`src/rtl/log_reader_pkg.sv`:
```
// Shared definitions for the log reader output side: FSM state encoding,
// location of the length field in an entry-header line, and the helpers
// that turn an entry byte length into line count and last-line padding.
package log_reader_pkg;

  typedef enum logic [2:0] {
    ST_IDLE       = 3'd0,
    ST_TX_MSG_HDR = 3'd1,
    ST_ENTRY_HDR  = 3'd2,
    ST_ENTRY_DATA = 3'd3,
    ST_DONE       = 3'd4
  } state_t;

  // Entry-header line: the entry data length sits at the bottom of the line;
  // its width is the byte-length width (SIZE_W) of the instantiating block.
  localparam int unsigned LEN_LSB = 0;

  // Reference line geometry for the default 512-bit build.
  localparam int unsigned DEF_DATA_W = 512;
  localparam int unsigned DEF_BYTES  = DEF_DATA_W / 8;

  // Bytes per line for a given line width in bits.
  function automatic int unsigned bytes_per_line(input int unsigned data_w);
    return data_w / 8;
  endfunction

  // Number of lines needed for len bytes: ceil(len / 2**byte_log).
  function automatic logic [31:0] lines_calc(input logic [31:0] len,
                                             input int unsigned byte_log);
    logic [32:0] sum;
    sum = {1'b0, len} + ((33'd1 << byte_log) - 33'd1);
    return 32'(sum >> byte_log);
  endfunction

  // Unused trailing bytes in the last line: (bytes - len mod bytes) mod bytes.
  // bytes is a power of two, so both modulos reduce to a mask.
  function automatic logic [31:0] pad_calc(input logic [31:0] len,
                                           input logic [31:0] bytes);
    return (bytes - (len & (bytes - 32'd1))) & (bytes - 32'd1);
  endfunction

endpackage

```
`src/rtl/log_reader_out_datapath.sv`:
```
// Datapath of the log reader output controller: descriptor latches,
// remaining-entry and remaining-line counters and the last-line pad register.
// All updates are strobed by the FSM in log_reader_out_ctrl.
module log_reader_out_datapath
  import log_reader_pkg::*;
#(
  parameter int unsigned DATA_W = 512,
  parameter int unsigned SIZE_W = 16,
  parameter int unsigned CNT_W  = 8,
  parameter int unsigned PAD_W  = $clog2(DATA_W / 8)
) (
  input  logic              clk,
  input  logic              rst,
  input  logic              desc_take,
  input  logic              hdr_take,
  input  logic              data_take,
  input  logic [31:0]       desc_view,
  input  logic [CNT_W-1:0]  desc_num_entries,
  input  logic [SIZE_W-1:0] desc_total_bytes,
  input  logic [SIZE_W-1:0] hdr_len,
  output logic [31:0]       view,
  output logic [CNT_W-1:0]  num_entries,
  output logic [SIZE_W-1:0] total_bytes,
  output logic [PAD_W-1:0]  pad,
  output logic              len_zero,
  output logic              len_over_total,
  output logic              entries_none,
  output logic              entries_left_one,
  output logic              entries_left_zero,
  output logic              lines_left_one
);

  localparam int unsigned BYTES    = bytes_per_line(DATA_W);
  localparam int unsigned BYTE_LOG = $clog2(BYTES);

  logic [CNT_W-1:0]  entries_left;
  logic [SIZE_W-1:0] lines_left;
  logic [31:0]       len_ext;
  logic [31:0]       lines_full;
  logic [31:0]       pad_full;
  logic [SIZE_W-1:0] lines_val;
  logic [PAD_W-1:0]  pad_val;
  logic [63-SIZE_W-PAD_W:0] unused_hi;

  assign len_ext    = 32'(hdr_len);
  assign lines_full = lines_calc(len_ext, BYTE_LOG);
  assign pad_full   = pad_calc(len_ext, BYTES);
  assign lines_val  = lines_full[SIZE_W-1:0];
  assign pad_val    = pad_full[PAD_W-1:0];
  // Line count and pad never exceed their narrow fields; high bits are dropped.
  assign unused_hi  = {lines_full[31:SIZE_W], pad_full[31:PAD_W]};

  assign len_zero          = (hdr_len == '0);
  assign len_over_total    = (hdr_len > total_bytes);
  assign entries_none      = (num_entries == '0);
  assign entries_left_one  = (entries_left == CNT_W'(1));
  assign entries_left_zero = (entries_left == '0);
  assign lines_left_one    = (lines_left == SIZE_W'(1));

  // Latch the descriptor, then count entries and lines down as beats leave.
  always_ff @(posedge clk) begin
    if (rst) begin
      view         <= '0;
      num_entries  <= '0;
      total_bytes  <= '0;
      entries_left <= '0;
      lines_left   <= '0;
      pad          <= '0;
    end else begin
      if (desc_take) begin
        view         <= desc_view;
        num_entries  <= desc_num_entries;
        total_bytes  <= desc_total_bytes;
        entries_left <= desc_num_entries;
      end
      if (hdr_take) begin
        entries_left <= entries_left - CNT_W'(1);
        lines_left   <= lines_val;
        pad          <= pad_val;
      end else if (data_take) begin
        lines_left   <= lines_left - SIZE_W'(1);
      end
    end
  end

endmodule

```
`src/rtl/log_reader_out_ctrl.sv`:
```
// Log reader output controller. Takes one response descriptor, sends the
// message header, then forwards entry-header and entry-data lines from the
// write-header FIFO onto the transmit data channel with last/padbytes framing,
// and pulses output_done once the whole response has been accepted.
//
// Optional build macro: LOG_READER_OUT_CHECK_EN enables the sticky proto_err
// framing check (line kind vs. state, entry length vs. response total).
module log_reader_out_ctrl
  import log_reader_pkg::*;
#(
  parameter int unsigned DATA_W = 512,
  parameter int unsigned SIZE_W = 16,
  parameter int unsigned CNT_W  = 8,
  parameter int unsigned PAD_W  = $clog2(DATA_W / 8)
) (
  input  logic              clk,
  input  logic              rst,
  input  logic              resp_desc_val,
  output logic              resp_desc_rdy,
  input  logic [31:0]       resp_desc_view,
  input  logic [CNT_W-1:0]  resp_desc_num_entries,
  input  logic [SIZE_W-1:0] resp_desc_total_bytes,
  input  logic              fifo_rd_val,
  input  logic              fifo_rd_entry_hdr,
  input  logic [DATA_W-1:0] fifo_rd_data,
  output logic              fifo_rd_rdy,
  output logic              out_hdr_val,
  input  logic              out_hdr_rdy,
  output logic [31:0]       out_hdr_view,
  output logic [CNT_W-1:0]  out_hdr_num_entries,
  output logic [SIZE_W-1:0] out_hdr_total_bytes,
  output logic              out_data_val,
  input  logic              out_data_rdy,
  output logic [DATA_W-1:0] out_data,
  output logic              out_data_last,
  output logic [PAD_W-1:0]  out_data_padbytes,
  output logic              output_done,
  output logic              proto_err
);

  // state         | meaning
  // ST_IDLE       | waiting for a response descriptor
  // ST_TX_MSG_HDR | message header offered on the header channel
  // ST_ENTRY_HDR  | forwarding the next entry-header line
  // ST_ENTRY_DATA | forwarding data lines of the current entry
  // ST_DONE       | one-cycle output_done pulse, then back to idle
  state_t state;

  logic desc_rdy_q;
  logic hdr_val_q;
  logic done_q;

  logic in_hdr;
  logic in_data;
  logic in_entry;
  logic beat_take;
  logic desc_take;
  logic hdr_take;
  logic data_take;

  logic [SIZE_W-1:0] hdr_len;
  logic [PAD_W-1:0]  pad;
  logic len_zero;
  logic len_over_total;
  logic entries_none;
  logic entries_left_one;
  logic entries_left_zero;
  logic lines_left_one;

  assign in_hdr    = (state == ST_ENTRY_HDR);
  assign in_data   = (state == ST_ENTRY_DATA);
  assign in_entry  = in_hdr | in_data;
  assign beat_take = out_data_val & out_data_rdy;
  assign desc_take = (state == ST_IDLE) & desc_rdy_q & resp_desc_val;
  assign hdr_take  = in_hdr & beat_take;
  assign data_take = in_data & beat_take;
  assign hdr_len   = fifo_rd_data[LEN_LSB +: SIZE_W];

  // Lines pass straight through; valid is gated only by state, never by ready.
  assign out_data_val      = in_entry & fifo_rd_val;
  assign fifo_rd_rdy       = in_entry & out_data_rdy;
  assign out_data          = fifo_rd_data;
  assign out_data_padbytes = (in_data && lines_left_one) ? pad : '0;
  assign out_data_last     = (in_hdr  && len_zero && entries_left_one) ||
                             (in_data && lines_left_one && entries_left_zero);

  assign resp_desc_rdy = desc_rdy_q;
  assign out_hdr_val   = hdr_val_q;
  assign output_done   = done_q;

  log_reader_out_datapath #(
    .DATA_W (DATA_W),
    .SIZE_W (SIZE_W),
    .CNT_W  (CNT_W),
    .PAD_W  (PAD_W)
  ) u_datapath (
    .clk               (clk),
    .rst               (rst),
    .desc_take         (desc_take),
    .hdr_take          (hdr_take),
    .data_take         (data_take),
    .desc_view         (resp_desc_view),
    .desc_num_entries  (resp_desc_num_entries),
    .desc_total_bytes  (resp_desc_total_bytes),
    .hdr_len           (hdr_len),
    .view              (out_hdr_view),
    .num_entries       (out_hdr_num_entries),
    .total_bytes       (out_hdr_total_bytes),
    .pad               (pad),
    .len_zero          (len_zero),
    .len_over_total    (len_over_total),
    .entries_none      (entries_none),
    .entries_left_one  (entries_left_one),
    .entries_left_zero (entries_left_zero),
    .lines_left_one    (lines_left_one)
  );

  // Response sequencing; descriptor ready, header valid and done are registered.
  // Ready comes up one cycle after entering idle so it is low right after reset.
  always_ff @(posedge clk) begin
    if (rst) begin
      state      <= ST_IDLE;
      desc_rdy_q <= 1'b0;
      hdr_val_q  <= 1'b0;
      done_q     <= 1'b0;
    end else begin
      done_q <= 1'b0;
      case (state)
        ST_IDLE: begin
          if (desc_take) begin
            desc_rdy_q <= 1'b0;
            hdr_val_q  <= 1'b1;
            state      <= ST_TX_MSG_HDR;
          end else begin
            desc_rdy_q <= 1'b1;
          end
        end
        ST_TX_MSG_HDR: begin
          if (out_hdr_rdy) begin
            hdr_val_q <= 1'b0;
            if (entries_none) begin
              done_q <= 1'b1;
              state  <= ST_DONE;
            end else begin
              state  <= ST_ENTRY_HDR;
            end
          end
        end
        ST_ENTRY_HDR: begin
          if (hdr_take) begin
            if (!len_zero) begin
              state <= ST_ENTRY_DATA;
            end else if (entries_left_one) begin
              done_q <= 1'b1;
              state  <= ST_DONE;
            end
          end
        end
        ST_ENTRY_DATA: begin
          if (data_take && lines_left_one) begin
            if (entries_left_zero) begin
              done_q <= 1'b1;
              state  <= ST_DONE;
            end else begin
              state  <= ST_ENTRY_HDR;
            end
          end
        end
        ST_DONE: begin
          state <= ST_IDLE;
        end
        default: begin
          state <= ST_IDLE;
        end
      endcase
    end
  end

`ifdef LOG_READER_OUT_CHECK_EN
  logic proto_q;

  // Sticky framing error: wrong line kind for the state, or an entry longer
  // than the whole response. Lines are still forwarded unchanged.
  always_ff @(posedge clk) begin
    if (rst) begin
      proto_q <= 1'b0;
    end else if (hdr_take && (!fifo_rd_entry_hdr || len_over_total)) begin
      proto_q <= 1'b1;
    end else if (data_take && fifo_rd_entry_hdr) begin
      proto_q <= 1'b1;
    end
  end

  assign proto_err = proto_q;
`else
  logic unused_chk;

  assign unused_chk = fifo_rd_entry_hdr ^ len_over_total;
  assign proto_err  = 1'b0;
`endif

endmodule

```
`config.mk`:
```
export PLATFORM = sky130hd
export DESIGN_NAME = log_reader_out_ctrl
export DESIGN_NICKNAME = d
export VERILOG_FILES = /design/src/rtl/log_reader_pkg.sv /design/src/rtl/log_reader_out_datapath.sv /design/src/rtl/log_reader_out_ctrl.sv
export SDC_FILE = /design/constraint.sdc
export NUM_CORES = 1
export LEC_CHECK = 0
export ABC_AREA = 1
export ABC_CLOCK_PERIOD_IN_PS = 2280
export CORE_AREA = 2 2 449 451
export CTS_CLUSTER_DIAMETER = 30
export DETAILED_ROUTE_END_ITERATION = 10
export DIE_AREA = 0 0 451 453
export PLACE_DENSITY_LB_ADDON = 0.15
export SLEW_MARGIN = 20
export SYNTH_ARGS = -nofsm -noshare
export SYNTH_HDL_FRONTEND = slang
export SYNTH_HIERARCHICAL = 1
export SYNTH_SLANG_ARGS = --single-unit
```
`constraint.sdc`:
```
create_clock -name clk -period 2.28 [get_ports clk]
set_input_delay 0.228 -clock clk [delete_from_list [all_inputs] [get_ports clk]]
set_output_delay 0.228 -clock clk [all_outputs]
set_load 0.01 [all_outputs]
```
==> out/metrics.csv <==
metric,value,unit
outcome,"finished, final reports clean",
Internal,4.08,mW
worst reg2reg path depth,8,
worst r2r src,state[1],
Slew Limit Fails,0,
Worst setup SP type,input port,
Max IR drop VDD,0.434,mV
GRT Util Overall,6.32,%
Max Buffers Root-to-Sink,2,
Std-Cell Rows,164,
dpl hpwl,57.1,mm
PortBufs,161,
RePlAce Congestion,0.651,
root buffer cell,clkbuf_16,
worst hold start,resp_desc_view[4],
Register Area,1850,µm²
remaining antenna violation count,0,
placed inst area,10000,µm²
final instance area,10500,µm²
Core Region,199000,µm²
Clk network pwr share,24.3,%
HP Class,input port to register,
Final setup viols,0,
yosys warns,6,
RSZ-0062 raised after global routing,true,
Switch Pwr,3.13,mW
Worst-path clk slew,90,ps
Leakage Power,3.20,nW
Pre-antenna DRT Iters,4,
Comb pwr share,45.6,%
first-pass GRT wire length,81.2,mm
CP Capture Point,out_data_last,
vias in the first global route,6504,
R2R setup slack,360,ps
starting density of the core,4.22,%
Crit path required time,2050,ps
syn_nets,1762,
CTS H-tree depth,3,
total number of vias,6248,
area of the multi-input gates,2380,µm²
routed vias/inst,1.75,
Fmax,0.468,GHz
sequential power share,30.1,%
die width,451,µm
largest net degree at the start of global routing,55,
DR WL/cell,18.7,µm
Worst Skew,21.2,ps
fin util,5.27,%
Switching Share,43.4,%
drt initial violations,251,
Post-Syn Area,8400,µm²
global route overflow,0,
layout cells sized above 1,19.4,%
Detailed Route WL,66.9,mm
Max-Cap Viols,0,
CP Capture Type,output pin,
fin nets,1485,
Clock Sinks,92,
WP data arrival,1910,ps
Power Density,686,nW/µm²
die outline height,453,µm
Min Hold Slack,379,ps
syn_area_per_cell,7.12,µm²
initial antenna violation count,15,
clock latency on the worst-skew pair,420,ps
largest fanout on the critical path,2,
RR Endpoint,u_datapath/total_bytes[8],
crit path kind,input port to output pin,
min Tclk post-route,2140,ps
"Hold Vio Cnt, Final",0,
clock tree from TritonCTS,done,
area delta synth->final,25.1,%
die area,204000,µm²
Syn Inst Count,1180,
DRC errors left,0,
part of the cycle the worst path needs,93.7,%
Critical Path Source,fifo_rd_data[11],
Boundary Pins,1156,
TritonCTS buffer count,9,
Filler Cells Inserted,23500,
[worst min-delay path by stage]
stage,cells after the start,to,slack (ps)
floorplan,1,resp_desc_rdy,300
global placement,2,u_datapath/total_bytes[8],440
detailed placement,2,u_datapath/total_bytes[8],440
CTS,3,u_datapath/view[4],310
global route,3,u_datapath/view[4],350
finish,3,u_datapath/view[4],380
[what timing repair did]
item                       4_1_cts  5_1_grt
pin swaps                        4        5
setup endpoints to repair        7        7
resized for setup               33       19
hold buffers                     0        0
setup buffers                    6        0
[worst max-delay path: stages]
cell             delay (ps)
clkdlybuf4s50_1         440
nor4_2                  280
buf_4                   190
nand2_1                  80
nor3_2                  110
buf_4                   160
nand2_2                  80
o22ai_4                 110
buf_6                   140
buf_6                   100
[registers in the layout, indices dropped and copies added (netlist names)]
signal and cells:
u_datapath/lines_left 16, u_datapath/pad 6, out_hdr_val 1, u_datapath/num_entries 8
output_done 1, resp_desc_rdy 1, u_datapath/entries_left 8, u_datapath/view 32
u_datapath/total_bytes 16, state 3
[power groups by stage]
stage | Sequential [mW] | Clock [mW] | Combinational (mW)
6_report | 2.17 | 1.75 | 3.28
2_1_floorplan | 2.30 | 0 | 2.21
4_1_cts | 2.18 | 1.97 | 3.47
3_5_place_dp | 2.21 | 0 | 3.43
3_3_place_gp | 2.22 | 0 | 3.45
5_1_grt | 2.22 | 1.97 | 3.69
[through the flow]
step	setup slack, ps	TNS (ps)	std cells	power, mW
2_1_floorplan	661	0	1180	4.51
3_3_place_gp	-540	-873	3542	5.67
3_5_place_dp	-467	-696	3542	5.64
4_1_cts	-71.6	-337	3564	7.62
5_1_grt	-13.2	-18.2	3565	7.89
6_report	143	0	3569	7.21
[routing by layer]
metal  track usage (%)  wire [µm]
met3              6.62      14300
met1              4.95      18900
met5              2.47        699
met4              4.40       4650
met2              9.10      28300
[layout by cell type, fill, tap and decap left out, types with 2 or more instances in the layout]
cell type and instances:
diode_2 5, dfxtp_1 89, a31oi_1 3, buf_4 85, inv_1 67, dfxtp_2 3, o21bai_1 2, nor2_1 114
o211ai_1 2, ha_1 6, nor4_1 2, nor3_2 3, xor2_1 4, nor2_2 14, nor2_4 10, xnor2_1 3
buf_2 3, inv_2 10, nand4_1 11, buf_6 5, nand2_1 111, buf_12 5, a21oi_1 45, clkdlybuf4s50_1 152
nand2_2 8, nand3_2 8, clkbuf_16 9, nand3_1 30, o21ai_0 74, inv_8 3, nor3_1 7, clkinv_4 3
[final cells by class]
class                           instances  area share, %
Clock buffer                            9           2.14
Sequential cell                        92           17.6
Clock inverter                          7          0.726
Timing Repair Buffer                  251           22.3
Tap cell                             2656           31.6
Inverter                               79           2.83
Antenna cell                            5          0.119
Multi-Input combinational cell        470           22.7
No activity file was read; power rests on OpenSTA's default activity.
